===== config.mk =====
export PLATFORM = sky130hd
export DESIGN_NAME = panda_mem_arbiter
export DESIGN_NICKNAME = d
export VERILOG_FILES = /design/src/rtl/panda_mem_arbiter.sv
export SDC_FILE = /design/constraint.sdc
export NUM_CORES = 1
export LEC_CHECK = 0
export ABC_AREA = 0
export CORE_AREA = 3 3 109 111
export CTS_CLUSTER_SIZE = 25
export DETAILED_ROUTE_END_ITERATION = 8
export DIE_AREA = 0 0 112 114
export PLACE_DENSITY = 0.67
export SYNTH_ARGS = -nofsm -noshare
export SYNTH_HDL_FRONTEND = slang
export SYNTH_SLANG_ARGS = --single-unit
export TNS_END_PERCENT = 20

===== constraint.sdc =====
create_clock -name clk_i -period 5.12 [get_ports clk_i]
set_input_delay 1.28 -clock clk_i [delete_from_list [all_inputs] [get_ports clk_i]]
set_output_delay 1.28 -clock clk_i [all_outputs]
set_load 0.01 [all_outputs]

===== src/rtl/panda_mem_arbiter.sv =====
// ---------------------------------------------------------------------------
// panda_mem_arbiter
//
// Shares a single memory request channel between an instruction fetch port
// and a load/store port. Picks a requester combinationally, alternates
// round-robin when both are requesting, and holds the choice while the
// memory stalls a request. The owner of every accepted request goes into an
// in-order FIFO so that each response is routed back to the right port.
//
// Parameters
//   MaxOutstanding : accepted transactions that may await a response (1..4)
//
// Ports
//   clk_i, rst_ni                     : clock, async active-low reset
//   instr_req_i / instr_addr_i        : fetch request
//   instr_gnt_o                       : fetch request accepted this cycle
//   instr_rvalid_o / instr_rdata_o    : fetch response
//   data_req_i/we/be/addr/wdata       : LSU request
//   data_gnt_o                        : LSU request accepted this cycle
//   data_rvalid_o / data_rdata_o      : LSU response
//   mem_req_o/we/be/addr/wdata        : shared memory request channel
//   mem_gnt_i, mem_rvalid_i, mem_rdata_i : memory grant and response
//   outstanding_o                     : responses still awaited
//   err_o                             : sticky, response with nothing owed
// ---------------------------------------------------------------------------
module panda_mem_arbiter #(
  parameter int unsigned MaxOutstanding = 2
) (
  input  logic        clk_i,
  input  logic        rst_ni,

  input  logic        instr_req_i,
  input  logic [31:0] instr_addr_i,
  output logic        instr_gnt_o,
  output logic        instr_rvalid_o,
  output logic [31:0] instr_rdata_o,

  input  logic        data_req_i,
  input  logic        data_we_i,
  input  logic [3:0]  data_be_i,
  input  logic [31:0] data_addr_i,
  input  logic [31:0] data_wdata_i,
  output logic        data_gnt_o,
  output logic        data_rvalid_o,
  output logic [31:0] data_rdata_o,

  output logic        mem_req_o,
  output logic        mem_we_o,
  output logic [3:0]  mem_be_o,
  output logic [31:0] mem_addr_o,
  output logic [31:0] mem_wdata_o,
  input  logic        mem_gnt_i,
  input  logic        mem_rvalid_i,
  input  logic [31:0] mem_rdata_i,

  output logic [2:0]  outstanding_o,
  output logic        err_o
);

  localparam logic [2:0] FULL_CNT = 3'(MaxOutstanding);
  localparam logic [1:0] LAST_PTR = 2'(MaxOutstanding - 1);

  // Owner encoding used throughout: 0 = instruction port, 1 = data port.
  localparam logic OWNER_INSTR = 1'b0;
  localparam logic OWNER_DATA  = 1'b1;

  // Lock state: a request was presented but not yet granted, so the
  // selection must stay on the same requester.
  typedef enum logic [1:0] {
    ARB_FREE       = 2'd0,
    ARB_HOLD_INSTR = 2'd1,
    ARB_HOLD_DATA  = 2'd2
  } arb_state_e;

  arb_state_e r_state;
  arb_state_e w_state_next;

  // Response-order FIFO. Storage is sized for the largest legal depth so the
  // 2-bit pointers index it exactly; only the first MaxOutstanding entries
  // are ever used because the pointers wrap at LAST_PTR.
  logic       r_owner [4];
  logic [1:0] r_wptr;
  logic [1:0] r_rptr;
  logic [2:0] r_count;
  logic       r_rr_data;   // 1: data port wins the next tie
  logic       r_err;

  logic       w_empty;
  logic       w_full;
  logic       w_slot_ok;
  logic       w_sel;
  logic       w_sel_req;
  logic       w_mem_req;
  logic       w_hs;
  logic       w_pop;
  logic       w_head;
  logic       w_spurious;

  function automatic logic [1:0] ptr_inc(input logic [1:0] p);
    return (p == LAST_PTR) ? 2'd0 : p + 2'd1;
  endfunction

  // -------------------------------------------------------------------------
  // Requester selection and handshake
  // -------------------------------------------------------------------------
  always_comb begin
    w_empty    = (r_count == 3'd0);
    w_full     = (r_count == FULL_CNT);
    // A response arriving this cycle frees a slot for a same-cycle push.
    w_slot_ok  = !w_full || mem_rvalid_i;

    w_sel = OWNER_INSTR;
    unique case (r_state)
      ARB_HOLD_INSTR: w_sel = OWNER_INSTR;
      ARB_HOLD_DATA:  w_sel = OWNER_DATA;
      default: begin
        if (instr_req_i && data_req_i) w_sel = r_rr_data;
        else                           w_sel = data_req_i;
      end
    endcase

    w_sel_req  = w_sel ? data_req_i : instr_req_i;
    // rst_ni gating keeps every handshake output low while reset is held,
    // independent of what the requesters are driving.
    w_mem_req  = rst_ni && w_sel_req && w_slot_ok;
    w_hs       = w_mem_req && mem_gnt_i;

    w_head     = r_owner[r_rptr];
    w_pop      = rst_ni && mem_rvalid_i && !w_empty;
    w_spurious = mem_rvalid_i && w_empty;
  end

  // -------------------------------------------------------------------------
  // Lock state machine
  // -------------------------------------------------------------------------
  always_comb begin
    w_state_next = ARB_FREE;
    if (w_mem_req && !mem_gnt_i) begin
      w_state_next = w_sel ? ARB_HOLD_DATA : ARB_HOLD_INSTR;
    end
  end

  always_ff @(posedge clk_i or negedge rst_ni) begin
    if (!rst_ni) begin
      r_state <= ARB_FREE;
    end else begin
      r_state <= w_state_next;
    end
  end

  // -------------------------------------------------------------------------
  // Round-robin pointer, FIFO control and error flag
  // -------------------------------------------------------------------------
  always_ff @(posedge clk_i or negedge rst_ni) begin
    if (!rst_ni) begin
      r_rr_data <= 1'b1;
      r_wptr    <= 2'd0;
      r_rptr    <= 2'd0;
      r_count   <= 3'd0;
      r_err     <= 1'b0;
    end else begin
      if (w_hs) begin
        r_rr_data <= ~w_sel;
        r_wptr    <= ptr_inc(r_wptr);
      end
      if (w_pop) begin
        r_rptr <= ptr_inc(r_rptr);
      end
      unique case ({w_hs, w_pop})
        2'b10:   r_count <= r_count + 3'd1;
        2'b01:   r_count <= r_count - 3'd1;
        default: r_count <= r_count;
      endcase
      if (w_spurious) begin
        r_err <= 1'b1;
      end
    end
  end

  // Owner storage carries no reset: entries are only read behind r_count.
  always_ff @(posedge clk_i) begin
    if (w_hs) begin
      r_owner[r_wptr] <= w_sel;
    end
  end

  // -------------------------------------------------------------------------
  // Output drive
  // -------------------------------------------------------------------------
  always_comb begin
    mem_req_o = w_mem_req;
    if (w_sel == OWNER_DATA) begin
      mem_we_o    = data_we_i;
      mem_be_o    = data_be_i;
      mem_addr_o  = data_addr_i;
      mem_wdata_o = data_wdata_i;
    end else begin
      mem_we_o    = 1'b0;
      mem_be_o    = 4'hF;
      mem_addr_o  = instr_addr_i;
      mem_wdata_o = 32'd0;
    end

    instr_gnt_o    = w_hs && (w_sel == OWNER_INSTR);
    data_gnt_o     = w_hs && (w_sel == OWNER_DATA);
    instr_rvalid_o = w_pop && (w_head == OWNER_INSTR);
    data_rvalid_o  = w_pop && (w_head == OWNER_DATA);
    instr_rdata_o  = mem_rdata_i;
    data_rdata_o   = mem_rdata_i;
    outstanding_o  = r_count;
    err_o          = r_err;
  end

endmodule


==> results.json, run 1 <==
{
  "post-synth-top-area-cell": "buf_4",
  "ys_warn_count": 0,
  "cts_tree": "yes",
  "end_kind": "primary output",
  "criticalPathCategory": "in2out",
  "yosys.cell_count.top_type": "nand2_1",
  "fin_crit_ns": 4.605,
  "rsz0062_at_grt": "false",
  "fin_tns_setup_ns": 0,
  "core_sq_um": 10890,
  "max_stage_delay_ns": 0.61,
  "syn_nets": 413,
  "power_density_nw_per_um2": 245.4,
  "p_comb_share_pct": 66.3,
  "crit_required_ns": 3.84,
  "die_w_um": 112,
  "synth_flop_cell": "dfrtp_1",
  "min_path_type": "reg2reg",
  "worst_pin_slew_ns": 0.4805,
  "ys_ff_latch": 15,
  "num_rows": 38,
  "grt_overflow_total": 0,
  "cp_max_fo": 35,
  "vias_per_cell": 3.892,
  "whs_ns": 0.4820,
  "wl_per_cell_um": 16.36,
  "clockPowerShare_pct": 11.4,
  "drtPass1Iterations": 5,
  "peakVddDrop_mv": 0.1912,
  "yosys.cell_types.count": 35,
  "fmax_mhz": 217.1,
  "drv_slew": 0,
  "place_hpwl_mm": 7.718,
  "antenna_found_initial": 0,
  "crit_buf_inv": 3,
  "wl_mm": 8.639,
  "clock_latency_ns": 0.25,
  "grtUsageTotal_pct": 12.64,
  "cts_resized": 0,
  "synth.top_cell.area_share_pct": 25.51,
  "p_seq_share_pct": 22.3,
  "netSwitchingPower_uw": 312.5,
  "cp_top_family": "buffers and inverters",
  "setup_viol": 0,
  "initial_core_util_pct": 17.29,
  "cts-root-buf": "clkbuf_8",
  "cts.sinks": 15,
  "drc": 0,
  "htreeDepth": 1,
  "crit_chain": "clkdlybuf4s50_1, nor2b_1, o21a_1, buf_4, nand2_1, nand2_1, clkdlybuf4s50_1",
  "grt_pass1_vias": 2178,
  "fin_nets": 531,
  "cp.arrival_ns": 3.33,
  "port_buffers": 184,
  "cts_buffers": 3,
  "skew_ns": 0.002396,
  "syn-instance-count": 271,
  "hold_viol": 0,
  "outcome": "completed",
  "postCtsSetupBuffers": 0,
  "gp_congestion": 0.8556,
  "total_power_uw": 844.8,
  "dp.cells": 524,
  "drive_above_1_share_pct": 3.866,
  "grt_pass1_wl_mm": 12.74,
  "power_leakage_nw": 1.456,
  "cap_violations": 0,
  "hold_buffers": 0,
  "ys_top_cells_by_count": "98 x nand2_1, 64 x buf_4, 34 x and2_1, 10 x dfrtp_1, 8 x inv_1",
  "cts.path.max_buffers": 2,
  "n_antenna_cell": 0,
  "power_switching_share_pct": 36.99,
  "cp_slowest_cell": "clkdlybuf4s50_1",
  "vias": 2055,
  "clkSlewWorstSetupHoldPaths_ns": 0.06,
  "period_share_pct": 89.94,
  "seq_area_frac_synth_pct": 21.06,
  "ios": 281,
  "async_reset_ff_share_pct": 73.33,
  "die-area_sq_um": 12770,
  "internal_power_uw": 532.3,
  "synth_edf_count": 4,
  "area_growth_pct": 82.79,
  "start_kind": "input pin",
  "die_h_um": 114,
  "synth_area_sq_um": 1883,
  "finalNonFillerCells": 528,
  "synth_area_leaders": "buf_4 26%, nand2_1 20%, dfrtp_1 13%, and2_1 11%, edfxtp_1 6.4%",
  "synth.avg_cell_area_sq_um": 6.949,
  "drt-initial-drc-count": 99,
  "drtAntennaViolNets": 0,
  "slew_headroom_pct": 67.87,
  "grt_max_degree": 39,
  "final_util_pct": 31.61
}
kinds of logic after synthesis:
kind of cell | count (synthesis) | share of synthesized area [%]
multiplexers | 2 | 1.728
flip-flops | 15 | 21.06
AND/OR/NAND/NOR | 155 | 38.47
adder cells (fa/ha/maj) | 3 | 2.392
XOR/XNOR | 5 | 2.326
AO/OA/AOI/OAI | 7 | 3.921
buffers and inverters | 84 | 30.10
registers in the layout, summed over array words and instances, names as in the netlist:
register	cells
r_owner	4
outstanding_o	3
r_rptr	2
r_state	2
r_wptr	2
err_o	1
r_rr_data	1
placed cells by master (no fill, tap or decap):
cell / n
o211ai_1: 1
clkdlybuf4s50_1: 184
nor4_1: 1
and3_1: 2
nor2b_1: 1
fa_1: 1
nor2_1: 6
nor3_1: 2
o2111ai_4: 1
nor4b_1: 2
mux4_2: 1
nor2_4: 1
clkbuf_8: 3
dfstp_2: 1
clkbuf_1: 1
and2_1: 34
nand3_1: 1
xnor2_1: 2
a21boi_1: 1
buf_4: 4
a21boi_0: 1
xor2_1: 3
edfxtp_1: 4
o21a_1: 1
or4b_4: 1
mux2i_1: 1
ha_1: 2
o21ba_2: 1
inv_2: 1
nand2_1: 98
dfrtp_1: 10
nand2b_1: 5
or3_2: 1
o21bai_1: 1
inv_1: 8
cell type report:
| type | instances | area, sq um |
|---|---|---|
| multi-input cells | 172 | 919.6 |
| flip-flops and latches | 15 | 396.6 |
| inverters | 9 | 33.78 |
| clock buffers | 4 | 45.04 |
| fillers | 1169 | 7446 |
| repair buffers | 188 | 1872 |
| well taps | 140 | 175.2 |
routing by layer:
metal | global-route usage (%) | wire length (um) | share of wire, %
met4 | 2.244 | 89 | 1.0
met1 | 13.91 | 3092 | 36
met3 | 3.236 | 670 | 7.8
met5 | 0 | 0 | 0
met2 | 24.62 | 4787 | 55
metrics by stage:
stage	worst slack, ns	area [sq um]
after floorplan	1.713	1883
after global placement	0.4677	3397
after detailed placement	0.4587	3397
after CTS	0.4604	3442
after global routing	0.3858	3442
final	0.5149	3442
power by group through the flow:
| stage | Combinational (mW) | Sequential, mW | Clock (mW) |
|---|---|---|---|
| 2_1_floorplan | 0.281 | 0.190 | 0 |
| 3_3_place_gp | 0.558 | 0.187 | 0 |
| 3_5_place_dp | 0.566 | 0.192 | 0 |
| 4_1_cts | 0.570 | 0.191 | 0.0992 |
| 5_1_grt | 0.610 | 0.196 | 0.107 |
| 6_report | 0.560 | 0.189 | 0.0959 |
path summary, 6_finish.rpt:
| check | depth (start not counted) | to | startpoint | slack (ns) |
|---|---|---|---|---|
| worst min register to register | 1 | err_o | err_o | 0.48 |
| worst max register to register | 11 | outstanding_o[2] | r_state[1] | 2.62 |
| max in group asynchronous | 2 | r_wptr[1] | rst_ni | 3.30 |
| worst min-delay path | 1 | err_o | err_o | 0.48 |
| worst max-delay path | 7 | mem_addr_o[18] | instr_req_i | 0.51 |
| min in group asynchronous | 1 | r_state[1] | rst_ni | 1.36 |
(Power assumes the default switching activity.)
==> run 2: changes to the inputs <==
--- a/config.mk
+++ b/config.mk
@@ -6,11 +6,13 @@
 export NUM_CORES = 1
 export LEC_CHECK = 0
 export ABC_AREA = 0
+export CAP_MARGIN = 25
 export CORE_AREA = 3 3 109 111
 export CTS_CLUSTER_SIZE = 25
 export DETAILED_ROUTE_END_ITERATION = 8
 export DIE_AREA = 0 0 112 114
-export PLACE_DENSITY = 0.67
+export PLACE_DENSITY = 0.71
+export SKIP_CTS_REPAIR_TIMING = 1
 export SYNTH_ARGS = -nofsm -noshare
 export SYNTH_HDL_FRONTEND = slang
 export SYNTH_SLANG_ARGS = --single-unit
==> run 2 against run 1 <==
Via count grew 0.49%. Core utilization is 0.13 points higher. Die area unchanged. Final cell count unchanged. Clock skew rose by 0.0024 ns. Worst setup slack improved by 0.073 ns. Sequential share of layout area about the same. Sequential power hardly changed. Fmax up 1.6%.
==> results.json, run 2 (same netlist as run 1, synthesis figures left out) <==
{
  "outcome": "completed",
  "final_util_pct": 31.74,
  "htreeDepth": 1,
  "wl_mm": 8.697,
  "vias": 2065,
  "max_stage_delay_ns": 0.59,
  "cts-root-buf": "clkbuf_8",
  "period_share_pct": 88.52,
  "layout_commonest_cell": "clkdlybuf4s50_1",
  "cap_violations": 0,
  "criticalPathCategory": "in2out",
  "largest_reg_flops": 4,
  "drc": 0,
  "place_hpwl_mm": 7.853,
  "skew_ns": 0.004807,
  "drtPass1Iterations": 4,
  "die-area_sq_um": 12770,
  "ios": 281,
  "drtAntennaViolNets": 0,
  "grt_max_degree": 74,
  "slew_headroom_pct": 67.90,
  "cts_tree": "yes",
  "cp.arrival_ns": 3.25,
  "crit_chain": "clkdlybuf4s50_1, nand2_1, o21a_1, inv_2, buf_12, nand2_1, nand2_1, clkdlybuf4s50_1",
  "clkSlewWorstSetupHoldPaths_ns": 0.06,
  "cp_slowest_cell": "clkdlybuf4s50_1",
  "fin_nets": 531,
  "cts.path.max_buffers": 2,
  "fin_crit_ns": 4.532,
  "grt_pass1_vias": 2140,
  "crit_buf_inv": 4,
  "crit_top_cell": "nand2_1",
  "drt-initial-drc-count": 81,
  "placedInstanceArea_sq_um": 3410,
  "cts.sinks": 15,
  "wl_per_cell_um": 16.47,
  "grt_overflow_total": 0,
  "startpoint": "data_req_i",
  "fillers": 1161,
  "vias_per_cell": 3.911,
  "regMostFlops": "r_owner",
  "min_path_type": "reg2reg",
  "drv_slew": 0,
  "multi_input_area_sq_um": 919.6,
  "antenna_found_initial": 0,
  "final_area_sq_um": 3456,
  "n_antenna_cell": 0,
  "cts_buffers": 3,
  "initial_core_util_pct": 17.29,
  "power_density_nw_per_um2": 244.5,
  "grtUsageTotal_pct": 12.49,
  "fin_tns_setup_ns": 0,
  "hold_viol": 0,
  "worst_pin_slew_ns": 0.4801,
  "cp_max_fo": 73,
  "peakVddDrop_mv": 0.1729,
  "layout_common_cells": "184 x clkdlybuf4s50_1, 98 x nand2_1, 34 x and2_1",
  "cp_top_family": "buffers and inverters",
  "drive_above_1_share_pct": 4.124,
  "die_h_um": 114,
  "setup_viol": 0,
  "clock_latency_ns": 0.24,
  "grt_pass1_wl_mm": 12.68,
  "end_kind": "primary output",
  "num_rows": 38,
  "power_leakage_nw": 1.463,
  "core_sq_um": 10890,
  "gp_congestion": 0.8572,
  "port_buffers": 184,
  "rr_startpoint": "outstanding_o[0]",
  "die_w_um": 112,
  "start_kind": "input pin",
  "register_area_sq_um": 396.6,
  "fmax_mhz": 220.6,
  "rsz0062_at_grt": "false",
  "crit_required_ns": 3.84,
  "holdCritStartpoint": "err_o",
  "area_growth_pct": 83.52
}
## run 2: changes by cell type in the layout (fill, tap and decap cells not counted), sizes merged
cell | before | now
clkbuf | 4 | 3
clkinv | 0 | 1
## run 2: path summary, 6_finish.rpt
kind,slack (ns),cells past startpoint,end
min in group asynchronous,1.36,1,outstanding_o[1]
min,0.48,1,err_o
max in group asynchronous,3.29,2,err_o
max,0.59,8,mem_addr_o[20]
max reg2reg,2.69,10,outstanding_o[2]
min reg2reg,0.48,1,err_o
## run 2: metrics by stage
step / total power [mW] / hold slack [ns] / worst slack (ns) / std cells
finish: 0.8448 / 0.4810 / 0.5878 / 528
global route: 0.9030 / 0.5115 / 0.4616 / 528
CTS: 0.8564 / 0.4831 / 0.5515 / 528
detailed placement: 0.7618 / 0.4660 / 0.5601 / 524
global placement: 0.7467 / 0.4641 / 0.5990 / 524
floorplan: 0.4718 / 0.4906 / 1.713 / 271
## run 2: report_power, final
part	internal [mW]	switching (mW)
Combinational	0.324	0.238
Sequential	0.157	0.0322
Clock	0.0537	0.0395
## run 2: final cells by class
type / count / area share (%)
timing repair buffer: 188 / 54.53
multi-input combinational: 172 / 26.61
clock buffer: 3 / 1.195
clock inverter: 1 / 0.1448
tap: 140 / 5.069
sequential: 15 / 11.48
inverter: 9 / 0.9776
## run 2: metal layers
layer  part of all wire, %  track usage (%)  vias up  routed length (um)
met4                  0.51           0.8013        0                  44
met3                    11            5.093        2                 917
met5                     0                0        -                   0
met2                    51            22.30      150                4401
li1                      -                -     1002                   -
met1                    38            14.81      911                3333
## run 2: worst register-to-register path, stage by stage, from the launching register on
cell       delay, ns
dfrtp_1         0.44
or4b_4          0.59
o2111ai_4       0.18
nor2_4          0.07
inv_1           0.06
ha_1            0.17
inv_1           0.06
fa_1            0.37
xor2_1          0.15
nor2_1          0.11
xor2_1          0.16
